`src/rtl/intrapred_pkg.sv`:
```
// Shared types for the intra-prediction frame sequencer.
// Provides the FSM state enum, stage-enable codes and blocks per MB.
package intrapred_pkg;

  typedef enum logic [2:0] {
    IDLE,
    NP,
    PRED,
    RES,
    SAD,
    OUT
  } seq_state_t;

  localparam logic [3:0] EN_NP   = 4'b0001;
  localparam logic [3:0] EN_PRED = 4'b0010;
  localparam logic [3:0] EN_RES  = 4'b0100;
  localparam logic [3:0] EN_SAD  = 4'b1000;

  localparam int LUMA_PER_MB = 16;

endpackage

```
`src/rtl/intrapred_stage_timer.sv`:
```
// Stage dwell timer: load starts a STAGE_CYCLES-long window.
// Ports: clk, clear (sync), load; expire is high in the window's last cycle.
module intrapred_stage_timer #(
  parameter int STAGE_CYCLES = 2
) (
  input  logic clk,
  input  logic clear,
  input  logic load,
  output logic expire
);

  localparam int W = $clog2(STAGE_CYCLES + 1);
  localparam logic [W-1:0] LOAD_VAL = W'(STAGE_CYCLES - 1);

  logic [W-1:0] r_cnt;

  always_ff @(posedge clk) begin
    if (clear) begin
      r_cnt <= '0;
    end else if (load) begin
      r_cnt <= LOAD_VAL;
    end else if (r_cnt != '0) begin
      r_cnt <= r_cnt - 1'b1;
    end
  end

  assign expire = (r_cnt == '0);

endmodule

```
`src/rtl/intrapred_sequencer.sv`:
```
// Frame controller walking luma 4x4 / chroma 8x8 blocks through the datapath.
// Ports: start/abort control, one-hot enabler, block numbers, valid/ready out.
module intrapred_sequencer
  import intrapred_pkg::*;
#(
  parameter int NUM_MB       = 99,
  parameter int STAGE_CYCLES = 2,
  parameter int NUM_BITS     = 32
) (
  input  logic                clk,
  input  logic                reset,
  input  logic                start,
  input  logic                abort,
  output logic                busy,
  output logic                done,
  output logic [3:0]          enabler,
  output logic [NUM_BITS-1:0] mbnumber_luma4x4,
  output logic [NUM_BITS-1:0] mbnumber_chromab8x8,
  output logic [NUM_BITS-1:0] mbnumber_chromar8x8,
  output logic                out_valid,
  input  logic                out_ready,
  output logic                out_chroma_valid,
  output logic                out_last
);

  localparam logic [NUM_BITS-1:0] LAST_LUMA =
    NUM_BITS'(NUM_MB * LUMA_PER_MB - 1);

  seq_state_t          r_state;
  logic [3:0]          r_en;
  logic [NUM_BITS-1:0] r_luma;
  logic [NUM_BITS-1:0] r_chroma;
  logic                r_busy;
  logic                r_done;
  logic                r_valid;
  logic                r_cv;
  logic                r_last;

  logic w_expire;
  logic w_stage;
  logic w_load;
  logic w_mb_end;
  logic w_is_last;

  assign w_stage = (r_state == NP) || (r_state == PRED) ||
                   (r_state == RES) || (r_state == SAD);

  // Reload on every stage entry: from IDLE, stage-to-stage, OUT->NP.
  assign w_load = ((r_state == IDLE) && start) ||
                  (w_stage && w_expire) ||
                  ((r_state == OUT) && out_ready);

  assign w_mb_end  = (r_luma[3:0] == 4'hF);
  assign w_is_last = (r_luma == LAST_LUMA);

  intrapred_stage_timer #(
    .STAGE_CYCLES(STAGE_CYCLES)
  ) u_timer (
    .clk   (clk),
    .clear (reset || abort),
    .load  (w_load),
    .expire(w_expire)
  );

  always_ff @(posedge clk) begin
    r_done <= 1'b0;
    if (reset || abort) begin
      r_state  <= IDLE;
      r_en     <= '0;
      r_luma   <= '0;
      r_chroma <= '0;
      r_busy   <= 1'b0;
      r_valid  <= 1'b0;
      r_cv     <= 1'b0;
      r_last   <= 1'b0;
    end else begin
      unique case (r_state)
        IDLE: begin
          if (start) begin
            r_state <= NP;
            r_en    <= EN_NP;
            r_busy  <= 1'b1;
          end
        end
        NP: begin
          if (w_expire) begin
            r_state <= PRED;
            r_en    <= EN_PRED;
          end
        end
        PRED: begin
          if (w_expire) begin
            r_state <= RES;
            r_en    <= EN_RES;
          end
        end
        RES: begin
          if (w_expire) begin
            r_state <= SAD;
            r_en    <= EN_SAD;
          end
        end
        SAD: begin
          if (w_expire) begin
            r_state <= OUT;
            r_en    <= '0;
            r_valid <= 1'b1;
            r_cv    <= w_mb_end;
            r_last  <= w_is_last;
          end
        end
        OUT: begin
          if (out_ready) begin
            r_valid <= 1'b0;
            r_cv    <= 1'b0;
            r_last  <= 1'b0;
            if (w_is_last) begin
              r_state  <= IDLE;
              r_luma   <= '0;
              r_chroma <= '0;
              r_busy   <= 1'b0;
              r_done   <= 1'b1;
            end else begin
              r_state <= NP;
              r_en    <= EN_NP;
              r_luma  <= r_luma + 1'b1;
              if (w_mb_end) begin
                r_chroma <= r_chroma + 1'b1;
              end
            end
          end
        end
        default: begin
          r_state <= IDLE;
          r_en    <= '0;
        end
      endcase
    end
  end

  assign busy                = r_busy;
  assign done                = r_done;
  assign enabler             = r_en;
  assign mbnumber_luma4x4    = r_luma;
  assign mbnumber_chromab8x8 = r_chroma;
  assign mbnumber_chromar8x8 = r_chroma;
  assign out_valid           = r_valid;
  assign out_chroma_valid    = r_cv;
  assign out_last            = r_last;

endmodule

```
`config.mk`:
```
export PLATFORM = sky130hd
export DESIGN_NAME = intrapred_sequencer
export DESIGN_NICKNAME = d
export VERILOG_FILES = /design/src/rtl/intrapred_pkg.sv /design/src/rtl/intrapred_stage_timer.sv /design/src/rtl/intrapred_sequencer.sv
export SDC_FILE = /design/constraint.sdc
export NUM_CORES = 1
export LEC_CHECK = 0
export BUFFER_PORTS_ARGS = -buffer_cell sky130_fd_sc_hd__buf_4
export CAP_MARGIN = 20
export CORE_UTILIZATION = 40
export DETAILED_ROUTE_END_ITERATION = 6
export GPL_ROUTABILITY_DRIVEN = 0
export GPL_TIMING_DRIVEN = 0
export PLACE_DENSITY = 0.68
export SYNTH_ARGS = -nofsm -noshare
export SYNTH_HDL_FRONTEND = slang
export SYNTH_SLANG_ARGS = --single-unit
```
`constraint.sdc`:
```
create_clock -name clk -period 2.35 [get_ports clk]
set_input_delay 0.3525 -clock clk [delete_from_list [all_inputs] [get_ports clk]]
set_output_delay 0.3525 -clock clk [all_outputs]
set_load 0.01 [all_outputs]
```
==> results of run 1 <==
-- routing by layer --
layer	part of all wire (%)	global-route usage [%]	vias to the layer above
li1	-	-	1825
met1	46	25.1	1689
met2	47	32.0	122
met3	5.4	4.02	9
met4	1.2	6.13	0
met5	0	0	-
-- area by class of cell --
| class | count | area (sq um) | area share, % |
|---|---|---|---|
| Buffer | 52 | 333 | 6.53 |
| Clock buffer | 11 | 141 | 2.77 |
| Clock inverter | 4 | 47.5 | 0.933 |
| Inverter | 6 | 22.5 | 0.442 |
| Multi-Input combinational cell | 324 | 2010 | 39.5 |
| Sequential cell | 78 | 1560 | 30.6 |
| Tap cell | 129 | 161 | 3.17 |
| Timing Repair Buffer | 109 | 818 | 16.0 |
-- layout by cell type (no fill, tap or decap), types with 2 or more instances in the layout --
cell type	instances
sky130_fd_sc_hd__a21oi_1	20
sky130_fd_sc_hd__inv_1	6
sky130_fd_sc_hd__clkbuf_1	8
sky130_fd_sc_hd__nand3_1	29
sky130_fd_sc_hd__buf_2	10
sky130_fd_sc_hd__nor3_1	8
sky130_fd_sc_hd__nor2b_1	3
sky130_fd_sc_hd__o31ai_1	4
sky130_fd_sc_hd__a22oi_1	2
sky130_fd_sc_hd__a31oi_1	3
sky130_fd_sc_hd__nor2_1	68
sky130_fd_sc_hd__xor2_1	40
sky130_fd_sc_hd__and4_1	6
sky130_fd_sc_hd__dfxtp_1	78
sky130_fd_sc_hd__or2_2	2
sky130_fd_sc_hd__and2_1	4
sky130_fd_sc_hd__or4_1	4
sky130_fd_sc_hd__clkbuf_8	10
sky130_fd_sc_hd__xnor2_1	14
sky130_fd_sc_hd__or3_1	8
sky130_fd_sc_hd__nor4_1	8
sky130_fd_sc_hd__nor4_4	4
sky130_fd_sc_hd__buf_4	142
sky130_fd_sc_hd__o211a_1	2
sky130_fd_sc_hd__ha_1	3
sky130_fd_sc_hd__clkinv_2	2
sky130_fd_sc_hd__and3_1	14
sky130_fd_sc_hd__nand2_1	24
sky130_fd_sc_hd__nor4b_1	4
sky130_fd_sc_hd__o21ai_0	9
sky130_fd_sc_hd__nand4_1	29
-- power by group --
part | leakage (uW) | internal, uW | switching [uW]
registers | 0.000629 | 1330 | 3.94
logic | 0.00139 | 30.3 | 53.9
clock network | 0.0000952 | 511 | 487
-- how the worst min path moves through the flow --
| stage | cells after the start | startpoint | to | slack (ns) |
|---|---|---|---|---|
| floorplan | 2 | u_timer.r_cnt[1] | u_timer.r_cnt[1] | 0.49 |
| global placement | 2 | busy | busy | 0.47 |
| detailed placement | 2 | enabler[1] | enabler[1] | 0.48 |
| CTS | 3 | reset | u_timer.r_cnt[0] | 0.27 |
| global route | 3 | reset | enabler[0] | 0.28 |
| finish | 3 | reset | u_timer.r_cnt[0] | 0.27 |
-- flip-flops by register name (all words and copies together), names as in the netlist --
register / count
done: 1
out_last: 1
mbnumber_luma4x4: 32
out_chroma_valid: 1
busy: 1
u_timer.r_cnt: 2
mbnumber_chromab8x8: 32
r_state: 3
out_valid: 1
enabler: 4
-- kinds of logic after synthesis --
kind of cell / Yosys count / synth area share (%)
XOR/XNOR: 54 / 12.0
AND/OR/NAND/NOR: 222 / 31.4
adder cells (fa/ha/maj): 3 / 0.956
AO/OA/AOI/OAI: 45 / 6.82
flip-flops: 78 / 39.7
buffers and inverters: 58 / 9.04
-- worst register-to-register path, delay by kind of cell, from the launching register on --
kind,cells,cell delay [ns]
buf+inv,2,0.23
flops,1,0.35
fa+ha+maj,1,0.18
compound gates,3,0.78
simple gates,2,0.45
-- per-stage QoR --
step | utilization, % | hold WS (ns) | power (uW) | cell area (sq um)
after floorplan | - | 0.491 | 1420 | 3930
after global placement | 52.4 | 0.467 | 1440 | 4910
after detailed placement | 52.4 | 0.480 | 1450 | 4910
after CTS | 54.4 | 0.273 | 2430 | 5100
after global routing | 54.4 | 0.282 | 2500 | 5100
final | 54.4 | 0.273 | 2410 | 5100
==> results.md, run 1 <==
Cells and area:
- The count of placed standard cells in the final layout, fillers left out is 713.
- In the final design database the tool counted approximately 590 nets.
- The repair_antennas step left the layout with diodes totalling 0.
- Compared with the post-synthesis result, the final layout area differs by 29.8%.
- The number of fillers in the final layout is approximately 900.
- The share of post-route cells with drive strength above 1 is a little under a third.

Place:
- After legalization and detailed placement, the total HPWL measured between 6000 and 7000 um.
- After detailed placement, the design holds a cell count of 698.
- The number of port buffers is between 100 and 150.
- The worst setup timing slack at the placement stage is between 0.2 and 0.25 ns.

Synthesis:
- The cell type with the largest total area after synthesis is sky130_fd_sc_hd__dfxtp_1.
- The synthesized flop and latch total is 78.
- In the synthesized netlist, the cells that appear most often are sky130_fd_sc_hd__dfxtp_1, sky130_fd_sc_hd__nor2_1, sky130_fd_sc_hd__xor2_1.
- By instance count, the leading cell after synthesis is sky130_fd_sc_hd__dfxtp_1.
- In the synthesized netlist the dominant register cell turns out to be sky130_fd_sc_hd__dfxtp_1.
- The number of distinct library cells after synthesis is 43.
- The mean instance size in the synthesized netlist is about 8.5 sq um.
- The fraction of synthesis flops using an asynchronous set or reset pin is 0%.
- Counting every net in the synthesized netlist gives ~470.
- The synthesized design contains 0 enable-type register cells.
- After synthesis, flip-flops and latches occupy between 30 and 40% of the total area.
- The cell area after synthesis is a little under 4000 sq um.
- The area share of the leading cell type in the synthesized netlist is 39.7%.
- The count of warnings emitted by yosys is 0.
- Synthesis handed over a netlist of 460 instances.
- In the post-synthesis netlist, the biggest area contributors are sky130_fd_sc_hd__dfxtp_1, sky130_fd_sc_hd__xor2_1, sky130_fd_sc_hd__nor2_1, sky130_fd_sc_hd__buf_4, sky130_fd_sc_hd__nand4_1.

Setup path:
- Walking the worst path, the cells encountered are inv_1, ha_1, clkbuf_1, nor2b_1, a2111oi_1, or3_1, a31oi_1, o211a_1.
- The endpoint required time on the critical path is about 2.6 ns.
- Following the worst setup path forward leads to its endpoint at enabler[0].
- The critical path contains buffers and inverters numbering 2 combined.
- The flop-to-flop setup slack is 0.26 ns.
- On the worst path, the slowest cell contributes a delay of roughly 0.47 ns.
- The worst reg2reg path startpoint is u_timer.r_cnt[0].
- The launching element of the worst setup path is u_timer.r_cnt[0].
- The standard cell with the maximum stage delay on the critical path is sky130_fd_sc_hd__a2111oi_1.
- The worst setup path is captured at a flip-flop.
- On the critical path the largest part of the delay comes from compound AO/OA/AOI/OAI gates.
- The worst endpoint data arrival time is 2.34 ns.
- The critical path class is flip-flop to flip-flop.
- The largest driver fanout on the critical path is 8.
- The worst register-to-register path ends at enabler[0].
- The count of cell instances traversed by the critical path is 8.
- The number of cells on the worst reg-to-reg path is 8.
- STA classifies the critical path startpoint as a flip-flop.

Floorplanning:
- The I/O pin total is 110.
- In this run the core area contains 35 standard-cell rows.
- The die covers ~10000 sq um.
- The placeable core region is 9370 sq um.
- The effective utilization at floorplan is 41.9%.
- The height of the chip is between 100 and 150 um.
- The floorplan step set the die width to between 100 and 150 um.

Clock network:
- The TritonCTS clock tree is done.
- The buffer cell driving the clock tree root is sky130_fd_sc_hd__clkbuf_8.
- Post-CTS repair changed the size of 0 cells.
- The clock latency on the worst-skew pair is 0.35 ns.
- CTS saw 78 sinks.
- The clock transition at the register clock pins on the worst setup and hold paths after CTS is approximately 0.080 ns.
- The number of buffers inserted during clock tree synthesis is 9.
- The total number of H-tree levels is 3.
- Buffers added to address setup during post-CTS repair amount to 0.
- The number of hold buffers added after cts is 0.
- The buffer levels on the longest clock path is 2.

Route:
- The first-pass iteration count of the detailed router is 4.
- In this run, the number of DRC markers left after iteration 0 of detailed routing was 123.
- The count of nets left with antenna violations once routing finished came out at 0.
- The routed layout has 3645 vias.
- The aggregate routed wire length is 9510 um.
- Dividing the detail-routed wire length by the instance count gives between 10 and 15 um.
- The average via count per standard cell is between 5 and 6.
- After detailed routing, the number of remaining DRC violations is 0.

STA:
- For the pin with the worst max-slew slack, the measured transition is a little under 0.7 ns.
- The worst slew slack as a fraction of its limit is between 50% and 60%.
- The final critical delay including setup and external delays is 2.09 ns.
- The post-route fraction of the period consumed by the critical path is 89.1%.
- After layout, the worst setup slack is approximately 0.26 ns.
- The timing-limited maximum frequency is 0.477 GHz.
- After routing, the total negative slack on setup checks comes to 0 ns.
- Across the routed clock network, the largest skew measured is between 0.01 and 0.015 ns.
- Setup repair after global routing left no endpoint under its margin.
- Setup violations remaining at the end of the flow were counted as 0.
- The number of endpoints with negative hold slack in the final report came to 0.
- The final max-slew violation count was 0.

GRT:
- The global-route wire length before repair is roughly 16000 um.
- The initial antenna violation count is 0.
- The remaining global-route overflow is 0.
- The number of global-route vias before repair was around 3200.
- Global routing consumed, over all layers together, 19.3% of the routing resources.
- The largest net degree at the start of global routing is 13.

Min path:
- The type of the tightest min-delay check is input pin to flip-flop.

Job:
- The tool flagged a number of max-cap violations equal to 0.

Status:
- The run finished with clean final reports.

Power:
- The power density over the cells is around 470 nW/um^2.
- The leakage power is about 0.0021 uW.
- VDD sags by at most 0.000247 V.
(Power assumes the default switching activity.)
==> run 2: changes to the inputs <==
- CAP_MARGIN: 20 -> not set
- PLACE_DENSITY: 0.68 -> 0.7
- SLEW_MARGIN: not set -> 25
==> run 2 against run 1 <==
Total power is 3.7% higher. Fmax shrank 3.3%. First-iteration DRC count fell by 22%. Clock power increased by 9%. Register-to-register slack worse by 0.07 ns. Critical path type unchanged. Critical endpoint unchanged. Largest cell class unchanged. Largest power group unchanged.
==> results.md, run 2 (same netlist as run 1, synthesis figures left out) <==
Setup path:
- The kind of start point of the critical path is a flip-flop.
- In this run the register-to-register setup slack is 0.19 ns.
- The largest driver fanout on the critical path is 8.
- The cell family with the largest share of critical-path delay is compound AO/OA/AOI/OAI gates.
- The endpoint of the most critical register-to-register path is enabler[0].
- The critical path ends at enabler[0].
- The worst setup path is of the flip-flop to flip-flop kind.
- The worst reg2reg path startpoint is u_timer.r_cnt[0].
- The endpoint required time on the critical path is between 2 and 3 ns.
- The worst endpoint data arrival time is around 2.4 ns.
- The critical path endpoint category is a flip-flop.
- The standard cell with the maximum stage delay on the critical path is sky130_fd_sc_hd__a2111oi_0.
- The count of buffer and inverter cells on the critical path is 2.
- In this run the number of cells on the critical path is 8.
- The worst reg-to-reg path cell count is 8.
- Walking the worst path, the cells encountered are inv_1, ha_1, clkbuf_1, nor2b_1, a2111oi_0, or3_1, a31oi_1, o211a_1.
- The largest single stage delay on the critical path is about 0.52 ns.
- The critical path starts at u_timer.r_cnt[0].

STA:
- The worst slew slack as a fraction of its limit is a little under half.
- For the pin with the worst max-slew slack, the measured transition is 0.798 ns.
- The total negative slack for setup checks is 0 ns.
- The post-route fraction of the period consumed by the critical path is about 92%.
- The number of endpoints with negative hold slack in the final report is 0.
- The count of endpoints failing setup in the final report is 0.
- The final critical delay including setup and external delays is 2.16 ns.
- The final setup skew is 0.00907 ns.
- The final max-slew violation count was 0.
- Timing would allow up to between 0.4 and 0.5 GHz.
- Setup repair after global routing left no endpoint under its margin.

Route:
- The mean routed wirelength per cell is roughly 13 um.
- The first routing iteration left 96 violations.
- The average via count per standard cell is ~5.1.
- The first-pass iteration count of the detailed router is 5.
- The routed layout has 3628 vias.
- The number of nets with antenna violations after detailed routing is 0.
- After detailed routing, the total wire length is 9310 um.
- The DRC violation count after routing is 0.

Floorplanning:
- The I/O pin total is 110.
- The die covers approximately 10000 sq um.
- The die is between 100 and 150 um tall.
- The total area inside the core boundary comes to ~9400 sq um.
- The die boundary width is ~100 um.
- In this run the core area contains 35 standard-cell rows.
- The effective utilization at floorplan is 41.9%.

GRT:
- The first global-routing pass estimated around 15000 um of wire.
- The global-route usage over all layers is between 10% and 20%.
- The number of global-route vias before repair is approximately 3300.
- After global routing the overflow that remains totals 0.
- The largest net degree at the start of global routing is 13.
- The initial antenna violation count is 0.

Cells and area:
- Once layout is complete, the cells apart from fillers number ~710.
- The number of antenna diodes in the final layout is 0.
- In the final design database the tool counted between 500 and 600 nets.
- The share of post-route cells with drive strength above 1 is 30.5%.
- Relative to the synthesized area, the layout overhead comes to 30.4%.
- After routing the design area is 5120 sq um.
- The most common cell after layout, fill and taps aside is sky130_fd_sc_hd__buf_4.
- The top cell types in the final layout, fill and taps aside, are sky130_fd_sc_hd__buf_4, sky130_fd_sc_hd__dfxtp_1, sky130_fd_sc_hd__nor2_1.

Clock network:
- Once the clock tree was built, the resizer swapped 0 gates to a different size.
- The number of setup buffers added after CTS is 0.
- Clock-pin slew was measured on the worst setup and hold paths at approximately 0.08 ns.
- The clock passes through at most 2 buffers.
- In this run, CTS created clock tree buffers numbering 9.
- The clock tree synthesis step divided the H-tree into 3 levels.
- The buffer cell driving the clock tree root is sky130_fd_sc_hd__clkbuf_8.
- TritonCTS built the clock tree.
- The total clock sinks is between 70 and 80.
- Hold repair after CTS inserted 0 buffers.
- The clock latency on the worst-skew pair is between 0.3 and 0.4 ns.

Place:
- After detailed placement, the design holds a cell count of approximately 700.
- The cell area reported after detailed placement is between 4000 and 5000 sq um.
- Buffers placed on the I/O ports in this run total between 100 and 150.
- The final HPWL from detailed placement is slightly below 7000 um.

Min path:
- Along the worst hold path, the cell count comes to 3.
- The type of the tightest min-delay check is input pin to flip-flop.

Power:
- Power spread over the standard cell area amounts to a little under 500 nW/um^2.
- VDD sags by at most between 0.0002 and 0.0003 V.
- The analysis attributes to cell leakage a power of 0.00212 uW.

Job:
- Max-cap violations in this run came to 0.

Status:
- The flow ran to the end, and the final reports show no timing, DRC or antenna violations.
-- run 2: cell count changes in the layout (fill, tap and decap cells not counted) --
cell / before / now
sky130_fd_sc_hd__nor2_2: 0 / 1
sky130_fd_sc_hd__a2111oi_0: 0 / 1
sky130_fd_sc_hd__a2111oi_1: 1 / 0
sky130_fd_sc_hd__nor2_1: 68 / 67
sky130_fd_sc_hd__bufinv_16: 1 / 2
sky130_fd_sc_hd__clkbuf_1: 8 / 7
sky130_fd_sc_hd__clkinv_2: 2 / 1
-- run 2: worst min-delay path by stage --
stage,to,startpoint,slack [ns]
2_1_floorplan,u_timer.r_cnt[1],u_timer.r_cnt[1],0.49
3_3_place_gp,busy,busy,0.47
4_1_cts,busy,start,0.27
3_5_place_dp,busy,busy,0.48
6_report,u_timer.r_cnt[0],reset,0.28
5_1_grt,u_timer.r_cnt[0],reset,0.28
-- run 2: per-layer routing --
metal | part of all wire, % | vias up | GRT usage [%] | wire length (um)
li1 | - | 1828 | - | -
met1 | 46 | 1693 | 23.6 | 4330
met2 | 48 | 99 | 32.7 | 4450
met3 | 4.8 | 8 | 2.77 | 443
met4 | 0.93 | 0 | 6.02 | 87
met5 | 0 | - | 0 | 0
-- run 2: layout make-up --
class / instances / area (sq um)
clock buffers: 10 / 138
flip-flops and latches: 78 / 1560
well taps: 129 / 161
multi-input cells: 324 / 2010
inverters: 6 / 22.5
plain buffers: 52 / 333
repair buffers: 109 / 818
fillers: 905 / 4250
clock inverters: 4 / 72.6
-- run 2: where the power goes --
part           internal (uW)  switching [uW]  total (uW)  leakage [uW]
logic                   30.4            53.0        83.3       0.00139
clock network            614             475        1090      0.000104
registers               1330            4.35        1330      0.000629
-- run 2: through the flow --
stage               hold slack (ns)  total power, uW  setup WS, ns  utilization (%)
detailed placement            0.477             1450         0.207             52.4
CTS                           0.269             2530         0.184             54.6
global route                  0.284             2600        0.0100             54.6
finish                        0.284             2500         0.185             54.6
floorplan                     0.491             1420         0.468                -
global placement              0.465             1440         0.258             52.4
-- run 2: tightest hold or removal path, stage by stage --
cell and delay, ns:
sky130_fd_sc_hd__buf_4 0.08, sky130_fd_sc_hd__nor2_1 0.06, sky130_fd_sc_hd__o21a_1 0.10
==> run 3: changes to the inputs <==
- CELL_PAD_IN_SITES_DETAIL_PLACEMENT: not set -> 0
- CELL_PAD_IN_SITES_GLOBAL_PLACEMENT: not set -> 1
- CORE_UTILIZATION: 40 -> 38
- PLACE_DENSITY: 0.7 -> 0.85
- TNS_END_PERCENT: not set -> 1
==> run 3 against run 2 <==
First-iteration DRC count grew 53%. Count of clock-buffer cells in the layout decreased by 1. Global-route usage is 0.61 points lower. Critical path type unchanged. Largest cell class unchanged.
==> results.md, run 3 (same netlist as run 1, synthesis figures left out) <==
STA:
- The clock period could shrink to 2.12 ns.
- Based on the critical path, the design can be clocked at up to between 0.4 and 0.5 GHz.
- At the pin with the least slew margin, the transition time is 0.834 ns.
- Measured against its own limit, the worst slew margin works out to a little over two fifths.
- Setup total negative slack on the finished layout was measured at 0 ns.
- The final max-slew violation count was 0.
- Setup violations remaining at the end of the flow were counted as 0.
- Across the routed clock network, the largest skew measured is roughly 0.0084 ns.
- The number of endpoints with negative hold slack in the final report is 0.
- The post-route fraction of the period consumed by the critical path is 90.1%.
- Setup repair after global routing left no endpoint under its margin.

Place:
- Summed over all nets, the half-perimeter wirelength after detailed placement is around 6900 um.
- The number of port buffers is ~110.
- In this run the cell area measured after placement is a little under 5000 sq um.

Cells and area:
- The repair_antennas step left the layout with diodes totalling 0.
- The most common cell after layout, fill and taps aside is sky130_fd_sc_hd__buf_4.
- The finished layout cell area is 5120 sq um.
- The final net count is approximately 590.
- The share of post-route cells with drive strength above 1 is between 30% and 40%.
- In the layout the commonest cells are sky130_fd_sc_hd__buf_4, sky130_fd_sc_hd__dfxtp_1, sky130_fd_sc_hd__nor2_1.
- The area growth from synthesis to layout is 30.3%.

Setup path:
- The flop-to-flop setup slack is ~0.23 ns.
- The worst reg-to-reg path cell count is 8.
- STA puts the critical path data arrival time at 2.36 ns.
- The worst reg2reg path startpoint is u_timer.r_cnt[0].
- The kind of start point of the critical path is a flip-flop.
- The worst setup path is captured at a flip-flop.
- In this run the worst path has a maximum fanout of 8.
- At the worst endpoint, the required time is roughly 2.6 ns.
- The critical path class is flip-flop to flip-flop.
- The endpoint of the most critical register-to-register path is enabler[0].

GRT:
- The largest net degree at the start of global routing is 15.
- The global-route usage over all layers is 18.1%.
- The first global-routing pass estimated 16200 um of wire.
- The number of global-route vias before repair was between 3000 and 4000.
- Global routing finished with a remaining overflow of 0.
- The initial antenna violation count came to 0.

Clock network:
- Clock-pin slew was measured on the worst setup and hold paths at ~0.09 ns.
- The TritonCTS clock tree is done.
- The longest clock path from root to sink contains 2 buffers.
- The total number of H-tree levels is 3.
- The clock latency on the worst-skew pair is 0.34 ns.
- Once the clock tree was built, the setup fixing pass inserted 0 buffers.
- Counting every sink on the clock net gives 78.
- The buffer cell driving the clock tree root is sky130_fd_sc_hd__clkbuf_8.
- Buffers inserted during clock tree synthesis total 9.

Route:
- The first-pass iteration count of the detailed router is 4.
- The met2 wirelength from detailed routing is 4400 um.
- In this run, the number of DRC markers left after iteration 0 of detailed routing was about 150.
- Summed over all nets, wire length on met3 after detailed routing comes to about 480 um.
- The total number of vias is approximately 3600.
- The routed length on met1 is approximately 4600 um.
- The count of nets left with antenna violations once routing finished came out at 0.
- The final layout contains routed wiring with a total length of around 9500 um.
- Routed signal wires occupy layers up through met4.
- The average via count per standard cell is roughly 5.
- For this run, design rule violations remaining after detail routing come to 0.
- In the final routed layout, each cell accounts on average for 13.3 um.

Power:
- The power density over the cells is between 400 and 500 nW/um^2.
- IR analysis of the VDD net gives a maximum drop of ~0.00036 V.
- The leakage power is roughly 0.0021 uW.

Floorplanning:
- The initialized floorplan defines 36 standard-cell rows.
- The die is a little over 100 um wide.
- 110 I/O pins were placed.
- The die area is between 10000 and 15000 sq um.
- From bottom edge to top edge, the die measures about 100 um.
- The placeable core region is around 9900 sq um.
- The effective utilization at floorplan is between 30% and 40%.

Min path:
- The instance count along the most critical hold path is 3.
- In this run the most critical hold path is launched from start.
- The type of the tightest min-delay check is input pin to flip-flop.
- The worst hold path terminates at busy.

Job:
- The tool flagged a number of max-cap violations equal to 0.

Status:
- The run finished with clean final reports.
[run 3: changes by cell type in the layout (fill, tap and decap cells not counted), sizes merged]
cell	delta
clkinv	+2
clkbuf	-1
clkinvlp	+1
bufinv	-1
inv	+1
[run 3: worst max path at each step]
stage,from,end,slack [ns],cells past startpoint
after detailed placement,mbnumber_luma4x4[0],mbnumber_luma4x4[21],0.23,7
after global routing,u_timer.r_cnt[0],enabler[3],0.006,8
after floorplan,u_timer.r_cnt[0],enabler[0],0.47,8
final,u_timer.r_cnt[0],enabler[0],0.23,8
after CTS,u_timer.r_cnt[0],enabler[0],0.22,8
after global placement,mbnumber_luma4x4[0],mbnumber_luma4x4[21],0.28,7
[run 3: layout make-up]
class	count	area, sq um
Inverter	6	22.5
Multi-Input combinational cell	324	2020
Clock buffer	9	124
Fill cell	962	4790
Timing Repair Buffer	109	818
Buffer	52	333
Sequential cell	78	1560
Clock inverter	7	72.6
Tap cell	133	166
[run 3: timing repair]
item,CTS,global route
gates resized for setup,0,2
hold buffers,0,0
endpoints found under the setup margin,0,6
[run 3: layer usage]
| layer | global-route usage (%) | vias to the layer above |
|---|---|---|
| met5 | 0 | - |
| met4 | 6.63 | 0 |
| met3 | 3.40 | 6 |
| met2 | 29.1 | 96 |
| met1 | 24.0 | 1689 |
| li1 | - | 1831 |
[run 3: per-stage QoR]
stage	worst slack [ns]	utilization [%]	power [uW]	hold slack, ns	std cells
final	0.233	51.6	2440	0.281	718
after global routing	0.00550	51.6	2530	0.269	718
after CTS	0.221	51.6	2450	0.272	718
after detailed placement	0.231	49.6	1450	0.474	702
after global placement	0.279	49.6	1440	0.466	702
after floorplan	0.468	-	1420	0.491	460
[run 3: worst max-delay path: stages (launching register included)]
cell                        delay (ns)
sky130_fd_sc_hd__dfxtp_1          0.36
sky130_fd_sc_hd__inv_1            0.05
sky130_fd_sc_hd__ha_1             0.18
sky130_fd_sc_hd__clkbuf_1         0.19
sky130_fd_sc_hd__nor2b_1          0.17
sky130_fd_sc_hd__a2111oi_0        0.47
sky130_fd_sc_hd__or3_1            0.28
sky130_fd_sc_hd__a31oi_1          0.08
sky130_fd_sc_hd__o211a_1          0.23
[run 3: power by group]
part           switching [uW]  leakage [uW]  total, uW  internal [uW]
combinational            54.3       0.00139       84.6           30.3
clock                     528     0.0000956       1020            493
sequential               4.00      0.000629       1330           1330
total                     586       0.00211       2440           1850
